==> src/rtl/key_entry_fifo.sv <==
// Keypad raw-code decoder feeding a DEPTH-entry hex-digit FIFO with a valid/ready output.
// Optional macro KEYCODE_CHECK_EN: reject row nibbles that are not exactly one-cold.
module key_entry_fifo #(
  parameter int DEPTH  = 8,
  parameter int ADDR_W = 3
) (
  input  logic              clk,
  input  logic              rst_n,
  input  logic [5:0]        key_code,
  input  logic              key_valid,
  input  logic              clear,
  output logic [3:0]        out_digit,
  output logic              out_valid,
  input  logic              out_ready,
  output logic [ADDR_W:0]   fill_count,
  output logic              full,
  output logic              overflow,
  output logic              err_invalid
);

  localparam logic [ADDR_W:0] DEPTH_C = DEPTH[ADDR_W:0];

  logic [3:0]        mem [DEPTH];
  logic [ADDR_W-1:0] wr_ptr, rd_ptr, rd_next;
  logic [ADDR_W:0]   count_next;
  logic [1:0]        row_idx;
  logic              row_ok;
  logic [3:0]        digit;
  logic              pop, push_ok, wr_en;
  logic [3:0]        head_next;

  always_comb begin
    row_ok  = 1'b1;
    row_idx = 2'd3;
`ifdef KEYCODE_CHECK_EN
    case (key_code[3:0])
      4'b0111: row_idx = 2'd0;
      4'b1011: row_idx = 2'd1;
      4'b1101: row_idx = 2'd2;
      4'b1110: row_idx = 2'd3;
      default: row_ok  = 1'b0;
    endcase
`else
    // highest zero bit wins; an all-ones nibble falls through to row 3
    if      (!key_code[3]) row_idx = 2'd0;
    else if (!key_code[2]) row_idx = 2'd1;
    else if (!key_code[1]) row_idx = 2'd2;
    else                   row_idx = 2'd3;
`endif
  end

  always_comb begin
    case ({row_idx, key_code[5:4]})
      4'b00_00: digit = 4'h1;  4'b00_01: digit = 4'h2;
      4'b00_10: digit = 4'h3;  4'b00_11: digit = 4'hA;
      4'b01_00: digit = 4'h4;  4'b01_01: digit = 4'h5;
      4'b01_10: digit = 4'h6;  4'b01_11: digit = 4'hB;
      4'b10_00: digit = 4'h7;  4'b10_01: digit = 4'h8;
      4'b10_10: digit = 4'h9;  4'b10_11: digit = 4'hC;
      4'b11_00: digit = 4'hE;  4'b11_01: digit = 4'h0;
      4'b11_10: digit = 4'hF;  default:  digit = 4'hD;
    endcase
  end

  assign out_valid = (fill_count != '0);
  assign full      = (fill_count == DEPTH_C);
  assign pop       = out_valid & out_ready & ~clear;
  assign push_ok   = key_valid & row_ok & ~clear;
  assign wr_en     = push_ok & (~full | pop);
  assign rd_next   = pop ? rd_ptr + ADDR_W'(1) : rd_ptr;

  always_comb begin
    case ({wr_en, pop})
      2'b10:   count_next = fill_count + 1'b1;
      2'b01:   count_next = fill_count - 1'b1;
      default: count_next = fill_count;
    endcase
  end

  // The head register tracks the entry rd_next will point at, including a same-cycle write.
  assign head_next = (wr_en && (wr_ptr == rd_next)) ? digit : mem[rd_next];

  always_ff @(posedge clk) begin
    if (wr_en) mem[wr_ptr] <= digit;
  end

  always_ff @(posedge clk or negedge rst_n) begin
    if (!rst_n) begin
      wr_ptr      <= '0;
      rd_ptr      <= '0;
      fill_count  <= '0;
      overflow    <= 1'b0;
      err_invalid <= 1'b0;
      out_digit   <= 4'h0;
    end else if (clear) begin
      wr_ptr      <= '0;
      rd_ptr      <= '0;
      fill_count  <= '0;
      overflow    <= 1'b0;
      err_invalid <= 1'b0;
    end else begin
      if (wr_en) wr_ptr <= wr_ptr + ADDR_W'(1);
      rd_ptr     <= rd_next;
      fill_count <= count_next;
      if (push_ok && full && !pop) overflow <= 1'b1;
`ifdef KEYCODE_CHECK_EN
      if (key_valid && !row_ok) err_invalid <= 1'b1;
`endif
      if (count_next != '0) out_digit <= head_next;
    end
  end

endmodule

==> config.mk <==
export PLATFORM = sky130hd
export DESIGN_NAME = key_entry_fifo
export DESIGN_NICKNAME = d
export VERILOG_FILES = /design/src/rtl/key_entry_fifo.sv
export SDC_FILE = /design/constraint.sdc
export NUM_CORES = 1
export LEC_CHECK = 0
export ABC_AREA = 1
export ABC_CLOCK_PERIOD_IN_PS = 1830
export BUFFER_PORTS_ARGS = -buffer_cell sky130_fd_sc_hd__buf_4
export CORE_MARGIN = 2
export CORE_UTILIZATION = 50
export DETAILED_ROUTE_END_ITERATION = 12
export GPL_TIMING_DRIVEN = 0
export PLACE_DENSITY = 0.74
export SLEW_MARGIN = 5
export SYNTH_ARGS = -nofsm -noshare
export SYNTH_HDL_FRONTEND = slang
export SYNTH_SLANG_ARGS = --single-unit
==> constraint.sdc <==
create_clock -name clk -period 1.83 [get_ports clk]
set_input_delay 0.183 -clock clk [delete_from_list [all_inputs] [get_ports clk]]
set_output_delay 0.183 -clock clk [all_outputs]
set_load 0.005 [all_outputs]
==> Word-level counts from Yosys, hierarchy flattened <==
Memories as Yosys holds them, arrays and structs flattened. A register that Yosys moved wholly into a read port is not among the register bits.
Index checks and enable logic that the tools add are counted.
{ "word_totals": {"wordCells": 42, "out_inout_bits": 12, "ram_bits": 32, "register_bits": 11, "input_bits": 11, "latch_bits": 0, "romBits": 64, "mem_count": 2} }
{ "classes": {"mux": 13, "shifts": 0, "n_mul": 0, "n_div": 0, "magnitude_cmp": 0, "bitwise": 7, "reduce_logical": 9, "eq_ne": 3, "addsub": 4} }
{ "memory_table": {"columns": ["memory", "depth", "word_bits", "rd", "rd_clocked_by_memory_dff", "write_ports", "line_no", "source"], "rows": [
  ["(name not given)", 16, 4, 1, 0, 0, "53", "case ({row_idx, key_code[5:4]})"],
  ["mem", 8, 4, 1, 1, 1, "23", "logic [3:0] mem [DEPTH];"]
]} }
{ "ops": {"columns": ["op", "count"], "rows": [
  ["3-bit 2-to-1 mux", 4],
  ["4-bit case mux with 2 select lines", 1],
  ["4-bit nonzero test", 2],
  ["3-bit by 1-bit adder with 3-bit output (second input constant)", 2],
  ["1-bit 2-to-1 mux", 5],
  ["4-bit by 1-bit adder with 4-bit output (second input constant)", 1],
  ["1-bit bitwise AND", 4],
  ["4-bit == test (second input constant)", 1],
  ["2-bit 2-to-1 mux", 2],
  ["4-bit 2-to-1 mux", 1],
  ["2-bit nonzero test", 2],
  ["4-bit by 1-bit subtractor with 4-bit output (second input constant)", 1],
  ["2-bit by 1-bit == test with 1-bit output (second input constant)", 1],
  ["2-bit == test (second input constant)", 1],
  ["1-bit logical AND", 2],
  ["1-bit zero test", 2],
  ["1-bit NOT", 2],
  ["2-bit AND reduction", 1],
  ["1-bit OR", 1]
]} }

==> Depth between registers and ports, before layout <==
Gate-level depths: netlist of the first run.
{ "logic_depth": {"ltp_word": 9, "mapped_depth": 18} }

==> Least setup slack after synthesis of the first run <==
No wires, ideal clock.
{ "synth_timing": {"kind": "register to register", "from": "register fill_count[0]", "to": "register out_digit[0] (read register of mem)", "arrival_ps": 1835, "path_buffers": 0, "synth_period_minus_slack_ps": 1951, "setup_time_ps": 116, "setup_slack_ps": -121, "required_ps": 1714, "stages_incl_launch_ff": 18, "path_cell_list": "dfrtp_1 > nor2_4 > nand2_8 > nand3_4 > nand2_1 > nand2_1 > inv_1 > ha_1 > inv_1 > nand2_1 > o21ai_1 > nand2_1 > nand2_1 > nand2_1 > inv_2 > nand2_2 > nand2_1 > nand2_1"} }
{ "synth_between": {"elab_chain_len": 9} }
{ "synth_lines": {"columns": ["item", "line_no", "source"], "rows": [
  ["from (decl)", "15", "output logic [ADDR_W:0] fill_count,"],
  ["from (signal assigned)", "104", "fill_count <= count_next;"],
  ["4-bit nonzero test (*)", "65", "assign out_valid = (fill_count != '0);"],
  ["net out_valid", "13", "output logic out_valid,"],
  ["1-bit bitwise AND (*) (2 in series)", "67", "assign pop = out_valid & out_ready & ~clear;"],
  ["1-bit OR", "69", "assign wr_en = push_ok & (~full | pop);"],
  ["1-bit bitwise AND", "69", null],
  ["2-bit by 1-bit == test with 1-bit output or 2-bit == test (tied branches)", "73", "case ({wr_en, pop})"],
  ["4-bit case mux with 2 select lines", "73", null],
  ["4-bit nonzero test", "109", "if (count_next != '0) out_digit <= head_next;"],
  ["2-bit AND reduction (no source line)", null, null],
  ["to (decl)", "12", "output logic [3:0] out_digit,"]
]} }
Mark *: on every way through the listed nets, which the timed path passes. The rest lies on a longest branch.
A chain may end at the register's enable or synchronous reset.

==> Worst setup path in the final report of the first run <==
{ "layout_timing": {"from": "register fill_count[1]", "to": "register out_digit[3] (read register of mem)"} }
{ "layout_between": {"elab_chain_len": 9} }
{ "layout_lines": {"columns": ["item", "line_no"], "rows": [
  ["4-bit nonzero test", "65"],
  ["1-bit bitwise AND (2 in series)", "67"],
  ["1-bit OR", "69"],
  ["1-bit bitwise AND", "69"],
  ["2-bit by 1-bit == test with 1-bit output or 2-bit == test (tied branches)", "73"],
  ["4-bit case mux with 2 select lines", "73"],
  ["4-bit nonzero test", "109"],
  ["2-bit AND reduction (no source line)", null]
]} }
Parallel ways exist; a longest one is shown, timed or not.

==> out/results.ini, run 1 <==
[clock_tree]
cts_tree = done
clkLatencyLatePin_ps = 300
cts_max_path_buffers = 2
clkTransAtPathRegs_ps = 80
cts_sinks = 47
cts-root-buf = clkbuf_8
cts_buffers = 5
cts_max_level = 2

[route]
wirelength_mm = 6.14
ant_nets = 0
wl_per_cell_microns = 14.4
vias = 2190
via_per_inst = 5.13
dr.pass1.iters = 5
drc = 0
first_iter_violations = 138

[timing]
finalCritPeriodShare_pct = 105
maxSlewViolCount = 0
fin_crit_ps = 1930
fin_ws_ps = -98.0
fmax_mhz = 519
setup-violations-final = 5
finalSetupTns_ps = -407
tightest_slew_ps = 1140
hold_viol_final = 0
rsz0062_at_grt = true
hold_ws_ps = 103
slew_headroom_pct = 23.2
clock_skew_ps = 5.20

[placed_design]
port-buffer-count = 19
dp.cells = 393
gpl.final_weighted_congestion = 0.845
post-dp-hpwl_mm = 3.70

[synthesis]
async_flop_share_pct = 31.9
synth_area_per_cell_sq_um = 8.86
ys.warnings.count = 0
synth_cell_types = 33
ys_seq_area_share_pct = 49.6
syn_nets = 322
netlist_area_sq_mm = 0.00269
ys_ff_latch = 47
synth_edf_count = 32
syn_inst = 304
synth_ff_type = edfxtp_1

[run_status]
violations = negative setup slack
status = complete, but fails checks

[layout]
layout_commonest_cell = nand2_1
layout-drive-gt1-share_pct = 34.2
syn_to_final_growth_pct = 30.6
layout.nets = 374
final_cell_mix = nand2_1 (79), inv_1 (42), buf_4 (41)
n_antenna_cell = 0
instances_no_fill = 427

[hold_path]
hold_path_class = primary input to register

[critical_path]
required_ps = 2030
crit_type = register to register
critical_path_peak_fanout = 9
startpoint_type = register
critPathArrivalTime_ps = 2120
crit_path_end_kind = register

[die]
die-area_sq_mm = 0.00599
io_pins = 23
initial_utilization_pct = 52.4
rows = 26
core-area_sq_mm = 0.00514
die_width_microns = 77.4
die_h_microns = 77.4

[pwr]
p_seq_share_pct = 41.8
p_leak_nw = 1.61
peakVddDrop_mv = 0.553
pwr-share-clk_pct = 22.1
powerDensity_mw_per_mm2 = 881
p_sw_mw = 1.03
swShare_pct = 33.2
p_int_mw = 2.07
p_comb_share_pct = 36.1

[job]
drv_cap = 0

[global_route]
antenna_found_initial = 0
grt_pass1_wl_mm = 9.24
grt_max_degree = 16
overflow = 0
grt.total_usage_pct = 19.6
grt_pass1_vias = 1968

[layout make-up]
cell class / instances / area, sq um
Fill cell: 402 / 1620
Multi-Input combinational cell: 204 / 1360
Sequential cell: 47 / 1340
Timing Repair Buffer: 44 / 367
Inverter: 49 / 199
Clock buffer: 7 / 96.3
Tap cell: 70 / 87.6
Buffer: 5 / 60.1
Clock inverter: 1 / 7.51
[critical path: stages, from the launching register on]
cell and delay (ps):
dfrtp_2 440, nor2_4 180, nand2_8 80, buf_12 140
nand2_8 100, nand2_1 90, o21ai_2 100, buf_6 170
inv_4 70, nand3_1 100, nand3_1 90, nand3_1 90
nand2_1 70, nand2_2 60, nand2_1 40
[final timing paths]
path / from / slack [ps] / cells after the start / to
worst max-delay path: fill_count[1] / -100 / 14 / out_digit[3]
worst min-delay path: clear / 100 / 2 / fill_count[1]
worst max register to register: fill_count[1] / -100 / 14 / out_digit[3]
worst min register to register: out_digit[2] / 540 / 2 / out_digit[2]
max in group asynchronous: rst_n / 1370 / 2 / fill_count[2]
min in group asynchronous: rst_n / 270 / 2 / rd_ptr[2]
[cell families after synthesis]
logic type      after synthesis  share of synthesized area [%]
buf+inv                      54                           8.74
xor+xnor                      4                           2.28
compound gates               16                           3.58
flops                        47                           49.6
fa+ha+maj                     7                           3.25
other cells                   1                          0.139
simple gates                175                           32.4
[per-layer routing]
layer,share of wire [%],vias to the layer above,track usage (%)
met1,44,1040,26.6
met3,3.8,11,3.37
met4,1.6,0,5.18
met5,0,-,0
met2,51,60,32.7
li1,-,1079,-
[registers in the layout, indices dropped and copies added, names as in the netlist]
| signal | cells |
|---|---|
| fill_count | 4 |
| mem | 32 |
| rd_ptr | 3 |
| wr_ptr | 3 |
| out_digit | 4 |
| overflow | 1 |
[power groups by stage]
stage | logic, mW | clock network, mW | registers, mW
after floorplan | 0.533 | 0 | 1.32
after global placement | 0.759 | 0 | 1.32
after detailed placement | 0.777 | 0 | 1.32
after CTS | 0.914 | 0.691 | 1.29
after global routing | 1.21 | 0.734 | 1.30
final | 1.12 | 0.684 | 1.30
[per-stage QoR]
step | util, % | power [mW] | setup slack (ps) | cell area (sq um)
3_5_place_dp | 56.9 | 2.10 | -272 | 2930
5_1_grt | 68.4 | 3.25 | -210 | 3520
4_1_cts | 63.3 | 2.89 | -73.7 | 3250
2_1_floorplan | - | 1.85 | -89.3 | 2700
6_report | 68.4 | 3.10 | -98.0 | 3520
3_3_place_gp | 56.9 | 2.08 | -240 | 2930
[synth_stat cells, types with 2 or more instances]
cell	number	share of area [%]
nor2_1	18	2.5
dfrtp_1	15	14
a31oi_1	2	0.46
nand3_4	2	1.3
o21ai_1	2	0.37
nor2_8	2	1.5
or2_2	2	0.46
nand3_1	34	6.3
inv_1	46	6.4
buf_4	2	0.56
buf_6	3	1.3
o21ai_0	6	1.1
edfxtp_1	32	36
nand2_2	4	0.93
o211ai_1	2	0.56
inv_2	2	0.28
nand2_1	98	14
nor2_4	3	1.3
nand4_1	6	1.4
ha_1	7	3.3
nand2_8	2	1.5
nand3_2	2	0.74
nand2_4	2	0.84
[what timing repair did]
item                       in CTS  in global routing
resized for setup              28                 40
cloned                          0                  2
setup endpoints to repair      36                 38
pin swaps                       7                 23
hold endpoints to repair       15                  0
setup buffers                  13                 11
hold buffers                    1                  0
(Power assumes the default switching activity.)
==> run 2: changes to the inputs <==
==> constraint.sdc (replaced) <==
create_clock -name clk -period 1.83 [get_ports clk]
set_input_delay 0.366 -clock clk [delete_from_list [all_inputs] [get_ports clk]]
set_output_delay 0.366 -clock clk [all_outputs]
set_load 0.005 [all_outputs]
==> run 2 against run 1 <==
  * The run still ends with negative setup slack left
  * Critical path depth did not move
  * Highest routed layer unchanged
  * Clock skew shrank 0.91 ps
  * Largest cell class unchanged
  * Sequential power barely moved
  * Core utilization increased by 0.22 points
==> out/results.ini, run 2 (same netlist as run 1, synthesis figures left out) <==
[layout]
layout.nets = 374
fill_cells = 397
largest-register = mem
top_regs = mem: 32 flops, fill_count: 4 flops, out_digit: 4 flops
syn_to_final_growth_pct = 31.0
layout-drive-gt1-share_pct = 34.7
largest_reg_flops = 32
final_cell_mix = nand2_1 (79), inv_1 (42), buf_4 (41)
layout_commonest_cell = nand2_1
n_antenna_cell = 0
fin_area_sq_mm = 0.00353

[clock_tree]
clkTransAtPathRegs_ps = 90
cts_sinks = 47
cts_max_level = 2
cts_buffers = 5
cts-root-buf = clkbuf_8
cts_max_path_buffers = 2
clkLatencyLatePin_ps = 300
cts_tree = done

[timing]
tightest_slew_ps = 727
hold_viol_final = 0
clock_skew_ps = 4.29
fmax_mhz = 519
rsz0062_at_grt = true
fin_ws_ps = -97.4
hold_ws_ps = 280
slew_headroom_pct = 51.2
maxSlewViolCount = 0
fin_crit_ps = 1930
finalCritPeriodShare_pct = 105
setup-violations-final = 5

[critical_path]
worstReg2RegEnd = out_digit[3]
crit_type = register to register
path_buf_inv = 3
critPathArrivalTime_ps = 2130
reg2regPathDepth = 14
cpLargestDelayFamily = simple AND/OR/NAND/NOR gates
r2r-start = fill_count[1]
required_ps = 2030
path_cells = nor2_4 > nand2_8 > buf_12 > nand2_8 > nand2_1 > o21ai_2 > buf_6 > inv_4 > nand3_1 > nand3_1 > nand3_1 > nand2_1 > nand2_2 > nand2_1
slowest_delay_ps = 440
crit_path_end_kind = register
crit_path_top_delay_cell = dfrtp_2
startpoint_type = register
rrSetupSlack_ps = -100
critical_path_peak_fanout = 9

[global_route]
grt_pass1_vias = 1968
antenna_found_initial = 0
overflow = 0
grt.total_usage_pct = 19.6
grt_max_degree = 16
grt_pass1_wl_mm = 9.24

[run_status]
status = complete, but fails checks
violations = negative setup slack

[hold_path]
holdPathEnd = fill_count[1]
min_from = clear
hold_path_class = primary input to register
holdPathStages = 2

[placed_design]
post-dp-hpwl_mm = 3.70
port-buffer-count = 19
placed_cell_area_sq_mm = 0.00293
gpl.final_weighted_congestion = 0.845
place_ws_ps = -378

[pwr]
total_power_mw = 3.10
peakVddDrop_mv = 0.553
powerDensity_mw_per_mm2 = 880
p_leak_nw = 1.61

[die]
rows = 26
die_h_microns = 77.4
initial_utilization_pct = 52.4
core-area_sq_mm = 0.00514
die_width_microns = 77.4
die-area_sq_mm = 0.00599
io_pins = 23

[route]
vias = 2166
dr.pass1.iters = 4
wirelength_mm = 6.16
ant_nets = 0
first_iter_violations = 143
wl_per_cell_microns = 14.4
via_per_inst = 5.07
drc = 0

[job]
drv_cap = 0

## run 2: cell counts in the layout (fill, tap and decap cells not counted)
Identical to the previous run, type by type.
## run 2: worst max path at each step
stage	start	endpoint	cells past startpoint
CTS	fill_count[3]	out_digit[3]	15
detailed placement	key_code[4]	out_digit[2]	7
floorplan	fill_count[1]	out_digit[0]	17
global route	fill_count[1]	out_digit[1]	17
finish	fill_count[1]	out_digit[3]	14
global placement	key_code[5]	out_digit[3]	9
## run 2: timing repair
item	in CTS	in global routing
endpoints found under the setup margin	36	46
pin swaps	7	23
hold endpoints to repair	15	0
gates resized for setup	28	42
setup buffers	13	11
gates cloned	0	2
hold buffers	1	0
## run 2: final cells by class
cell class	instances	area, sq um	share of cell area, %
Multi-Input combinational cell	204	1370	38.8
Sequential cell	47	1340	38.0
Timing Repair Buffer	44	367	10.4
Inverter	49	199	5.64
Clock buffer	7	96.3	2.73
Tap cell	70	87.6	2.48
Buffer	5	60.1	1.70
Clock inverter	1	7.51	0.213
## run 2: report_power, final
| part | leakage, nW | total [mW] | internal [mW] | switching (mW) |
|---|---|---|---|---|
| Sequential | 0.482 | 1.30 | 1.23 | 0.0625 |
| Combinational | 1.08 | 1.12 | 0.495 | 0.626 |
| Clock | 0.0505 | 0.685 | 0.344 | 0.342 |
## run 2: layer usage
layer  vias to the layer above  global-route usage, %  wire length, microns
met3                        10                   3.37                   265
li1                       1081                      -                     -
met1                      1023                   26.6                  2690
met5                         -                      0                     0
met2                        52                   32.7                  3140
met4                         0                   5.18                    57
## run 2: stage by stage
step / setup TNS (ps) / std cells / utilization, %
5_1_grt: -955 / 427 / 68.6
2_1_floorplan: -357 / 304 / -
3_5_place_dp: -6070 / 393 / 56.9
3_3_place_gp: -3720 / 393 / 56.9
4_1_cts: -340 / 415 / 63.3
6_report: -424 / 427 / 68.6
